**config.mk**
```make
export PLATFORM = sky130hd
export DESIGN_NAME = uart_rx_bridge_flat
export DESIGN_NICKNAME = d
export VERILOG_FILES = /design/src/rtl/uart_rx_bridge_if.sv /design/src/rtl/uart_rx_bridge.sv /design/src/flat_wrapper.sv
export SDC_FILE = /design/constraint.sdc
export NUM_CORES = 1
export LEC_CHECK = 0
export ABC_AREA = 1
export BUFFER_PORTS_ARGS = -buffer_cell sky130_fd_sc_hd__buf_2
export CAP_MARGIN = 20
export CORE_MARGIN = 2
export CORE_UTILIZATION = 56
export DETAILED_ROUTE_END_ITERATION = 8
export PLACE_DENSITY_LB_ADDON = 0.08
export SLEW_MARGIN = 30
export SYNTH_ARGS = -nofsm -noshare
export SYNTH_HDL_FRONTEND = slang
export SYNTH_SLANG_ARGS = --single-unit
```
**constraint.sdc**
```tcl
create_clock -name clock -period 2.3 [get_ports clock]
set_clock_uncertainty 0.1 [all_clocks]
set_input_delay 0.46 -clock clock [delete_from_list [all_inputs] [get_ports clock]]
set_output_delay 0.46 -clock clock [all_outputs]
set_load 0.05 [all_outputs]
```
**src/rtl/uart_rx_bridge_if.sv**
```systemverilog
// Console receive bridge bundle: polling handshake toward the console plus the
// show-ahead FIFO read port toward the core load path.
interface uart_rx_bridge_if #(
   parameter int DEPTH = 4
);
   localparam int CW = $clog2(DEPTH + 1);

   logic          rx_en;
   logic          io_uart_in_valid;
   logic [7:0]    io_uart_in_ch;
   logic          pop;
   logic [7:0]    rd_data;
   logic          empty;
   logic          full;
   logic [CW-1:0] count;
   logic [31:0]   rx_total;

   modport master (
      input  rx_en,
      input  io_uart_in_ch,
      input  pop,
      output io_uart_in_valid,
      output rd_data,
      output empty,
      output full,
      output count,
      output rx_total
   );

   modport slave (
      output rx_en,
      output io_uart_in_ch,
      output pop,
      input  io_uart_in_valid,
      input  rd_data,
      input  empty,
      input  full,
      input  count,
      input  rx_total
   );
endinterface

```
**src/rtl/uart_rx_bridge.sv**
```systemverilog
// Polls the simulation console for input characters and buffers them in a show-ahead FIFO.
// Define UART_RX_BACKOFF_EN to throttle polling for BACKOFF_CYCLES after an empty (8'hFF) reply.
module uart_rx_bridge #(
   parameter int DEPTH          = 4,
   parameter int BACKOFF_CYCLES = 16
) (
   input  logic clock,
   input  logic reset,
   uart_rx_bridge_if.master bus
);
   localparam int AW = $clog2(DEPTH);
   localparam int CW = $clog2(DEPTH + 1);

   if (DEPTH < 2 || (DEPTH & (DEPTH - 1)) != 0 || BACKOFF_CYCLES < 1) begin : g_param_check
      $error("uart_rx_bridge: DEPTH must be a power of two >= 2 and BACKOFF_CYCLES >= 1");
   end

`ifdef UART_RX_BACKOFF_EN
   typedef enum logic [1:0] {IDLE = 2'd0, POLL = 2'd1, BACKOFF = 2'd2} state_t;
   localparam int BW = $clog2(BACKOFF_CYCLES + 1);
   logic [BW-1:0] backoff_cnt;
`else
   typedef enum logic [1:0] {IDLE = 2'd0, POLL = 2'd1} state_t;
`endif

   state_t        state;
   state_t        next_state;
   logic [7:0]    mem [DEPTH];
   logic [AW-1:0] wr_ptr;
   logic [AW-1:0] rd_ptr;
   logic [CW-1:0] count_q;
   logic [31:0]   total_q;
   logic          reply_empty;
   logic          push;
   logic          pop_ok;
   logic          full_q;
   logic          empty_q;

   assign reply_empty = (bus.io_uart_in_ch == 8'hFF);
   assign push        = (state == POLL) && !reply_empty;
   assign pop_ok      = bus.pop && !empty_q;
   assign full_q      = (count_q == CW'(DEPTH));
   assign empty_q     = (count_q == '0);

   always_ff @(posedge clock or negedge reset) begin
      if (!reset) begin
         state <= IDLE;
      end else begin
         state <= next_state;
      end
   end

   // A started poll always finishes in one cycle, whatever rx_en does meanwhile.
   always_comb begin
      next_state           = state;
      bus.io_uart_in_valid = 1'b0;
      case (state)
         IDLE: begin
            if (bus.rx_en && !full_q) begin
               next_state = POLL;
            end
         end
         POLL: begin
            bus.io_uart_in_valid = 1'b1;
`ifdef UART_RX_BACKOFF_EN
            next_state = reply_empty ? BACKOFF : IDLE;
`else
            next_state = IDLE;
`endif
         end
`ifdef UART_RX_BACKOFF_EN
         BACKOFF: begin
            if (backoff_cnt == BW'(1)) begin
               next_state = IDLE;
            end
         end
`endif
         default: next_state = IDLE;
      endcase
   end

`ifdef UART_RX_BACKOFF_EN
   always_ff @(posedge clock or negedge reset) begin
      if (!reset) begin
         backoff_cnt <= '0;
      end else if ((state == POLL) && reply_empty) begin
         backoff_cnt <= BW'(BACKOFF_CYCLES);
      end else if (state == BACKOFF) begin
         backoff_cnt <= backoff_cnt - BW'(1);
      end
   end
`endif

   // Storage carries no reset; rd_data is masked to zero while empty instead.
   always_ff @(posedge clock) begin
      if (push) begin
         mem[wr_ptr] <= bus.io_uart_in_ch;
      end
   end

   always_ff @(posedge clock or negedge reset) begin
      if (!reset) begin
         wr_ptr  <= '0;
         rd_ptr  <= '0;
         count_q <= '0;
         total_q <= '0;
      end else begin
         if (push) begin
            wr_ptr  <= wr_ptr + AW'(1);
            total_q <= total_q + 32'd1;
         end
         if (pop_ok) begin
            rd_ptr <= rd_ptr + AW'(1);
         end
         case ({push, pop_ok})
            2'b10:   count_q <= count_q + CW'(1);
            2'b01:   count_q <= count_q - CW'(1);
            default: count_q <= count_q;
         endcase
      end
   end

   assign bus.rd_data  = empty_q ? 8'h00 : mem[rd_ptr];
   assign bus.empty    = empty_q;
   assign bus.full     = full_q;
   assign bus.count    = count_q;
   assign bus.rx_total = total_q;
endmodule
```
**src/flat_wrapper.sv**
```systemverilog
// flat-port wrapper written by rule: the top's interface ports become plain ports
module uart_rx_bridge_flat 
#(
   parameter int DEPTH          = 4,
   parameter int BACKOFF_CYCLES = 16
)
  (clock, reset, bus_rx_en, bus_io_uart_in_ch, bus_pop, bus_io_uart_in_valid, bus_rd_data, bus_empty, bus_full, bus_count, bus_rx_total);
  uart_rx_bridge_if #(.DEPTH(DEPTH)) bus_i ();
  input  logic clock;
  input  logic reset;
  input wire logic [$bits(bus_i.rx_en)-1:0] bus_rx_en;
  input wire logic [$bits(bus_i.io_uart_in_ch)-1:0] bus_io_uart_in_ch;
  input wire logic [$bits(bus_i.pop)-1:0] bus_pop;
  output wire logic [$bits(bus_i.io_uart_in_valid)-1:0] bus_io_uart_in_valid;
  output wire logic [$bits(bus_i.rd_data)-1:0] bus_rd_data;
  output wire logic [$bits(bus_i.empty)-1:0] bus_empty;
  output wire logic [$bits(bus_i.full)-1:0] bus_full;
  output wire logic [$bits(bus_i.count)-1:0] bus_count;
  output wire logic [$bits(bus_i.rx_total)-1:0] bus_rx_total;
  assign bus_i.rx_en = bus_rx_en;
  assign bus_i.io_uart_in_ch = bus_io_uart_in_ch;
  assign bus_i.pop = bus_pop;
  assign bus_io_uart_in_valid = bus_i.io_uart_in_valid;
  assign bus_rd_data = bus_i.rd_data;
  assign bus_empty = bus_i.empty;
  assign bus_full = bus_i.full;
  assign bus_count = bus_i.count;
  assign bus_rx_total = bus_i.rx_total;
  uart_rx_bridge #(.DEPTH(DEPTH), .BACKOFF_CYCLES(BACKOFF_CYCLES)) u_core (.clock(clock), .reset(reset), .bus(bus_i));
endmodule
```
==> results of run 1 <==
==> logic make-up after synthesis <==
logic type | count (synthesis) | share of synthesized area
compound gates | 31 | 0.0436
xor+xnor | 22 | 0.0541
fa+ha+maj | 7 | 0.0267
buf+inv | 48 | 0.0552
flops | 72 | 0.551
simple gates | 210 | 0.270
==> cell type report <==
type	instances	area (um^2)	share of cell area
timing repair buffer	69	388	0.0913
sequential	72	1970	0.464
multi-input combinational	270	1410	0.333
tap	77	96.3	0.0227
clock inverter	6	92.6	0.0218
inverter	41	161	0.0380
clock buffer	10	128	0.0300
==> metrics by stage <==
stage	power (mW)	hold slack, ns
2_1_floorplan	3.36	0.0644
3_3_place_gp	3.83	0.196
3_5_place_dp	3.90	0.199
4_1_cts	5.01	0.236
5_1_grt	5.34	0.234
6_report	5.06	0.246
==> flip-flops by register name, summed over array words and instances, names as in the netlist <==
register             count
u_core.bus.count         3
u_core.wr_ptr            2
u_core.rd_ptr            2
u_core.state             1
u_core.bus.rx_total     32
u_core.mem              32
==> synthesized netlist by cell type <==
library cell,n,area (um^2)
buf_2,4,20.0
nor3_1,5,25.0
clkbuf_1,1,3.75
nand3b_1,3,22.5
buf_6,1,11.3
buf_4,1,7.51
nor2_1,72,270
xnor2_1,9,78.8
ha_1,6,75.1
o21ai_1,1,5.00
xor2_1,13,114
nand4_1,14,87.6
nor3_4,1,16.3
inv_1,38,143
nand2_2,6,37.5
fa_1,1,20.0
a21oi_1,9,45.0
nor2_4,6,67.6
nand3_1,15,75.1
nand2_1,82,308
dfrtp_1,40,1000
inv_2,1,3.75
nor3b_1,1,7.51
edfxtp_1,32,961
clkinv_1,2,7.51
nor2_2,2,12.5
nand3_2,3,30.0
o21ai_0,21,105
==> worst max-delay path by stage <==
| stage | cells after the start | from | endpoint |
|---|---|---|---|
| CTS | 5 | u_core.rd_ptr[0] | bus_rd_data[2] |
| floorplan | 6 | u_core.bus.count[0] | u_core.bus.count[1] |
| global route | 6 | u_core.rd_ptr[0] | bus_rd_data[7] |
| global placement | 11 | bus_io_uart_in_ch[2] | u_core.bus.count[2] |
| finish | 5 | u_core.rd_ptr[0] | bus_rd_data[4] |
| detailed placement | 11 | bus_io_uart_in_ch[6] | u_core.bus.count[2] |
==> worst reg2reg max path, cell delays in order, from the launching register on <==
cell     delay (ns)
dfrtp_2        0.45
nor3_4         0.07
nor2_2         0.19
ha_2           0.20
inv_1          0.06
fa_1           0.39
a21oi_1        0.15
o21ai_0        0.11
xor2_1         0.15
==> power by group through the flow <==
stage / sequential [mW] / clock [mW] / combinational [mW]
6_report: 1.77 / 1.11 / 2.17
5_1_grt: 1.80 / 1.18 / 2.35
2_1_floorplan: 2.06 / 0 / 1.29
4_1_cts: 1.82 / 1.12 / 2.06
3_3_place_gp: 1.83 / 0 / 2.01
3_5_place_dp: 1.85 / 0 / 2.05
==> layer usage <==
metal | part of all wire | global-route usage | routed length, um | vias to the layer above
met5 | 0 | 0 | 0 | -
met4 | 0.022 | 0.106 | 169 | 0
met3 | 0.036 | 0.0366 | 284 | 19
met2 | 0.51 | 0.407 | 3990 | 68
met1 | 0.43 | 0.310 | 3370 | 1368
li1 | - | - | - | 1416
==> timing repair <==
item                                    in CTS  in global routing
hold buffers                                 1                  0
endpoints found under the setup margin       8                  8
hold endpoints to repair                     5                  0
pin swaps                                    0                  1
setup buffers                                0                  2
gates resized for setup                      2                  8
==> results.py, run 1 <==
metrics = {
    "status": {
        "status": "finished, final reports clean",
    },
    "final_layout": {
        "syn_to_final_growth_pct": 19.3,
        "fillers": 524,
        "final_cell_count_no_fill": 545,
        "mostFrequentLayoutCells": "82 x nand2_1, 71 x nor2_1, 53 x buf_2",
        "final_common_cell": "nand2_1",
        "fin_util": 0.681,
        "nets": 482,
        "drive_gt1_frac": 0.233,
        "final_area_mm2": 0.00425,
        "antenna_cells": 0,
    },
    "place": {
        "dp.cells": 526,
        "dpl-instance-area_mm2": 0.00398,
        "hpwl_um": 5760,
        "pre_cts_ws_ns": 0.0503,
        "gp_congestion": 0.845,
        "io_buffers": 57,
    },
    "synthesis": {
        "ys_seq_elements": 72,
        "syn_inst": 390,
        "synth_nets": 409,
        "yosysUniqueCellTypes": 28,
        "syn-cell-area_mm2": 0.00356,
        "yosysSeqAreaShare": 0.551,
        "syn_avg_cell_area_um2": 9.13,
        "yosys_warnings": 0,
    },
    "cts": {
        "h-tree-depth": 3,
        "cts_max_path_buffers": 2,
        "clkSlewWorstSetupHoldPaths_ns": 0.08,
        "clkLatencyLatePin_ns": 0.34,
        "cts_sinks": 72,
        "root_buffer": "clkbuf_8",
        "cts_tree": "built",
        "cts_buffers": 9,
    },
    "drt": {
        "ant_nets": 0,
        "dr.pass1.iters": 4,
        "post_drt_via_cell_ratio": 5.27,
        "drc_errors": 0,
        "drt-total-wl_um": 7820,
        "drtIter0Drc": 121,
        "avgRoutedWirePerCell_um": 14.3,
        "via_count": 2871,
    },
    "floorplanning": {
        "core_mm2": 0.00624,
        "initial_utilization": 0.571,
        "die_area_mm2": 0.00701,
        "io_pins": 58,
        "num_rows": 29,
        "die_w_um": 83.7,
        "die-height_um": 83.7,
    },
    "power": {
        "leakage_nw": 1.89,
        "p_seq_frac": 0.351,
        "powerDensity_mw_per_mm2": 1190,
        "p_sw_mw": 2.26,
        "swShare": 0.447,
        "p_int_mw": 2.80,
        "pwr-share-comb": 0.430,
        "p_clk_frac": 0.220,
        "peakVddDrop_mv": 0.935,
    },
    "critical_path": {
        "path_class": "reg -> out",
        "r2r_slack_ns": 0.32,
        "cp_num_buf_inv": 3,
        "r2r_end": "u_core.bus.count[2]",
        "slowest_stage": "dfrtp_4",
        "r2r-start": "u_core.bus.count[0]",
        "worstPathCellList": "buf_4, inv_8, o21ai_0, a21oi_1, buf_2",
        "ff2ff_path_depth": 8,
        "cp.arrival_ns": 1.65,
        "cpPeakStageDelay_ns": 0.48,
        "startpoint_type": "flip-flop",
        "cpLargestDelayFamily": "buffers and inverters",
        "critical_path_peak_fanout": 16,
        "endpoint_kind": "output port",
        "worst-endpoint-required_ns": 1.74,
    },
    "run": {
        "cap_violations": 0,
    },
    "global_routing": {
        "grt_max_degree": 20,
        "grt_overflow": 0,
        "grt_pass1_vias": 2812,
        "grt.total_usage": 0.241,
        "grt_pass1_wl_um": 13300,
        "antenna_found_initial": 0,
    },
    "timing": {
        "slew_headroom": 0.424,
        "max_freq_mhz": 452,
        "hold_viol_final": 0,
        "finalWorstSetupSlack_ns": 0.0882,
        "finalSetupTns_ns": 0,
        "finalMaxSlewViolations": 0,
        "period_share": 0.962,
        "finalCriticalPeriod_ns": 2.21,
        "rsz0062_at_grt": "no",
        "setup_viol": 0,
        "worst_slew_pin_slew_ns": 0.861,
    },
    "hold_path": {
        "holdPathEnd": "u_core.mem[3][6]",
        "hold_depth": 1,
        "hp-class": "in -> reg",
        "hp-start": "bus_io_uart_in_ch[6]",
    },
}
No activity file was read; power rests on OpenSTA's default activity.
==> run 2, diff against run 1 <==
--- a/config.mk
+++ b/config.mk
@@ -5,13 +5,13 @@
 export SDC_FILE = /design/constraint.sdc
 export NUM_CORES = 1
 export LEC_CHECK = 0
-export ABC_AREA = 1
 export BUFFER_PORTS_ARGS = -buffer_cell sky130_fd_sc_hd__buf_2
 export CAP_MARGIN = 20
 export CORE_MARGIN = 2
-export CORE_UTILIZATION = 56
+export CORE_UTILIZATION = 55
 export DETAILED_ROUTE_END_ITERATION = 8
 export PLACE_DENSITY_LB_ADDON = 0.08
+export SKIP_LAST_GASP = 1
 export SLEW_MARGIN = 30
 export SYNTH_ARGS = -nofsm -noshare
 export SYNTH_HDL_FRONTEND = slang
==> results.py, run 2 <==
metrics = {
    "critical_path": {
        "cpPeakStageDelay_ns": 0.47,
        "r2r-start": "u_core.bus.rx_total[0]",
        "cp_num_buf_inv": 2,
        "endpoint_kind": "output port",
        "cp-startpoint": "u_core.rd_ptr[0]",
        "path_depth": 4,
        "worst-endpoint-required_ns": 1.74,
        "cp.arrival_ns": 1.70,
        "ff2ff_path_depth": 5,
        "worstPathCellList": "clkbuf_16, mux4_2, nor2b_1, buf_6",
        "startpoint_type": "flip-flop",
        "slowest_stage": "mux4_2",
        "cpLargestDelayFamily": "multiplexers",
        "path_class": "reg -> out",
        "critical_path_peak_fanout": 4,
    },
    "status": {
        "status": "finished, final reports clean",
    },
    "final_layout": {
        "drive_gt1_frac": 0.377,
        "fillers": 420,
        "nets": 322,
        "mostFrequentLayoutCells": "49 x buf_2, 36 x dfrtp_1, 32 x edfxtp_1",
        "regArea_mm2": 0.00197,
        "syn_to_final_growth_pct": 22.3,
        "final_cell_count_no_fill": 380,
        "antenna_cells": 0,
        "final_common_cell": "buf_2",
        "multiInputGateArea_mm2": 0.00119,
    },
    "timing": {
        "period_share": 0.982,
        "finalMaxSlewViolations": 0,
        "hold_viol_final": 0,
        "rsz0062_at_grt": "yes",
        "finalWorstSetupSlack_ns": 0.0404,
        "worst_slew_pin_slew_ns": 0.712,
        "slew_headroom": 0.525,
        "setup_viol": 0,
        "finalCriticalPeriod_ns": 2.26,
        "max_freq_mhz": 443,
    },
    "floorplanning": {
        "die_w_um": 80.6,
        "die-height_um": 80.6,
        "core_mm2": 0.00557,
        "num_rows": 27,
        "initial_utilization": 0.580,
        "die_area_mm2": 0.00650,
        "io_pins": 58,
    },
    "drt": {
        "post_drt_via_cell_ratio": 5.26,
        "ant_nets": 0,
        "via_count": 2000,
        "avgRoutedWirePerCell_um": 15.4,
        "drtIter0Drc": 134,
        "drc_errors": 0,
        "dr.pass1.iters": 4,
        "drt-total-wl_um": 5870,
    },
    "global_routing": {
        "grt_max_degree": 33,
        "grt_overflow": 0,
        "grt_pass1_wl_um": 9460,
        "antenna_found_initial": 0,
        "grt_pass1_vias": 1885,
        "grt.total_usage": 0.198,
    },
    "synthesis": {
        "yosys-top-cells-count": "40 x dfrtp_1, 32 x edfxtp_1, 21 x xor2_1, 16 x xnor2_1, 14 x nand2_1",
        "yosysUniqueCellTypes": 33,
        "syn_inst": 231,
        "post_synth_fa_ha_maj_area_fraction": 0.0294,
        "synth-compound-area-share": 0.00852,
        "synth_top_area_frac": 0.310,
        "synth-edff-count": 32,
        "synthSimpleGateAreaFrac": 0.167,
        "syn-cell-area_mm2": 0.00323,
        "async_flop_share": 0.556,
        "yosysMostFrequentCell": "dfrtp_1",
        "yosysSeqAreaShare": 0.607,
        "yosys_warnings": 0,
        "yosysTopAreaCell": "dfrtp_1",
        "synth_mux_area_frac": 0.0589,
        "synth_xor_area_frac": 0.100,
        "ys_seq_elements": 72,
        "syn_avg_cell_area_um2": 14.0,
        "synth_ff_type": "dfrtp_1",
        "synth_top_family_by_area": "simple AND/OR/NAND/NOR gates",
        "synth_nets": 250,
        "synth.area.top_cells": "dfrtp_1 31%, edfxtp_1 30%, xor2_1 5.7%, mux4_2 5.6%, xnor2_1 4.3%",
    },
    "cts": {
        "clkLatencyLatePin_ns": 0.34,
        "h-tree-depth": 3,
        "cts_sinks": 72,
        "cts_max_path_buffers": 2,
        "root_buffer": "clkbuf_8",
        "cts_buffers": 9,
        "clkSlewWorstSetupHoldPaths_ns": 0.08,
        "cts_tree": "built",
    },
    "place": {
        "dp.cells": 362,
        "hpwl_um": 4070,
        "io_buffers": 57,
        "pre_cts_ws_ns": 0.0562,
        "gp_congestion": 0.784,
    },
    "power": {
        "peakVddDrop_mv": 1.22,
        "powerDensity_mw_per_mm2": 1200,
        "leakage_nw": 1.77,
    },
    "hold_path": {
        "hp-class": "in -> async",
    },
    "run": {
        "cap_violations": 0,
    },
}
## run 2: cell types whose count changed after synthesis, sizes merged, moves of 9 or more
cell	delta
nor2	-77
nand2	-74
inv	-25
o21ai	-21
nand3	-11
nor3	+10
a21oi	-9
nor2b	+9
## run 2: cell families (layout without fill, tap and decap cells)
group	Yosys count	after routing
xor+xnor	37	37
mux	9	9
simple gates	81	81
buf+inv	22	99
flops	72	72
compound gates	3	3
fa+ha+maj	7	7
## run 2: stage by stage
stage | TNS (ns) | area [um^2] | power, mW | hold slack (ns) | utilization
2_1_floorplan | -0.0170 | 3250 | 3.11 | 0.0644 | -
3_3_place_gp | 0 | 3650 | 3.52 | 0.351 | 0.656
3_5_place_dp | 0 | 3650 | 3.55 | 0.366 | 0.656
4_1_cts | -0.0114 | 3880 | 4.60 | 0.0827 | 0.696
5_1_grt | -0.0409 | 3950 | 4.96 | 0.124 | 0.709
6_report | 0 | 3950 | 4.72 | 0.0740 | 0.709
## run 2: layout make-up
class | instances | share of cell area
tap | 72 | 0.0228
sequential | 72 | 0.498
timing repair buffer | 69 | 0.115
clock inverter | 5 | 0.00919
multi-input combinational | 137 | 0.300
inverter | 14 | 0.0133
clock buffer | 11 | 0.0412
## run 2: path summary, 6_finish.rpt
path	slack (ns)	end
worst max-delay path	0.04	bus_rd_data[6]
worst min-delay path	0.07	u_core.state[0]
worst max register to register	0.32	u_core.bus.rx_total[24]
worst min register to register	0.37	u_core.bus.rx_total[31]
max in group asynchronous	1.42	u_core.bus.rx_total[30]
min in group clock	0.24	u_core.mem[3][4]
## run 2: worst register-to-register path: stages (launching register included)
cell and delay, ns:
dfrtp_1 0.36, ha_1 0.19, nand4_1 0.14, or3_1 0.61, nor4_2 0.34, xor2_1 0.16
## run 2: report_power, final
part           switching (mW)  internal (mW)  total (mW)  leakage [nW]
Clock                   0.475          0.491       0.966         0.101
Sequential              0.196           1.57        1.77         0.784
Combinational            1.23          0.764        1.99         0.881
Total                    1.90           2.83        4.72          1.77
## run 2: timing repair
| item | 4_1_cts | 5_1_grt |
|---|---|---|
| setup endpoints to repair | 8 | 8 |
| gates cloned | 0 | 1 |
| gates resized for setup | 10 | 10 |
| hold buffers | 0 | 0 |
| buffers inserted | 0 | 1 |
## run 2: layer usage
layer	wire, um	vias to the layer above	share of wire	track usage
met5	0	-	0	0
met4	80	0	0.014	0.0763
met3	252	7	0.043	0.0449
met2	2750	45	0.47	0.294
met1	2790	990	0.48	0.285
li1	-	958	-	-
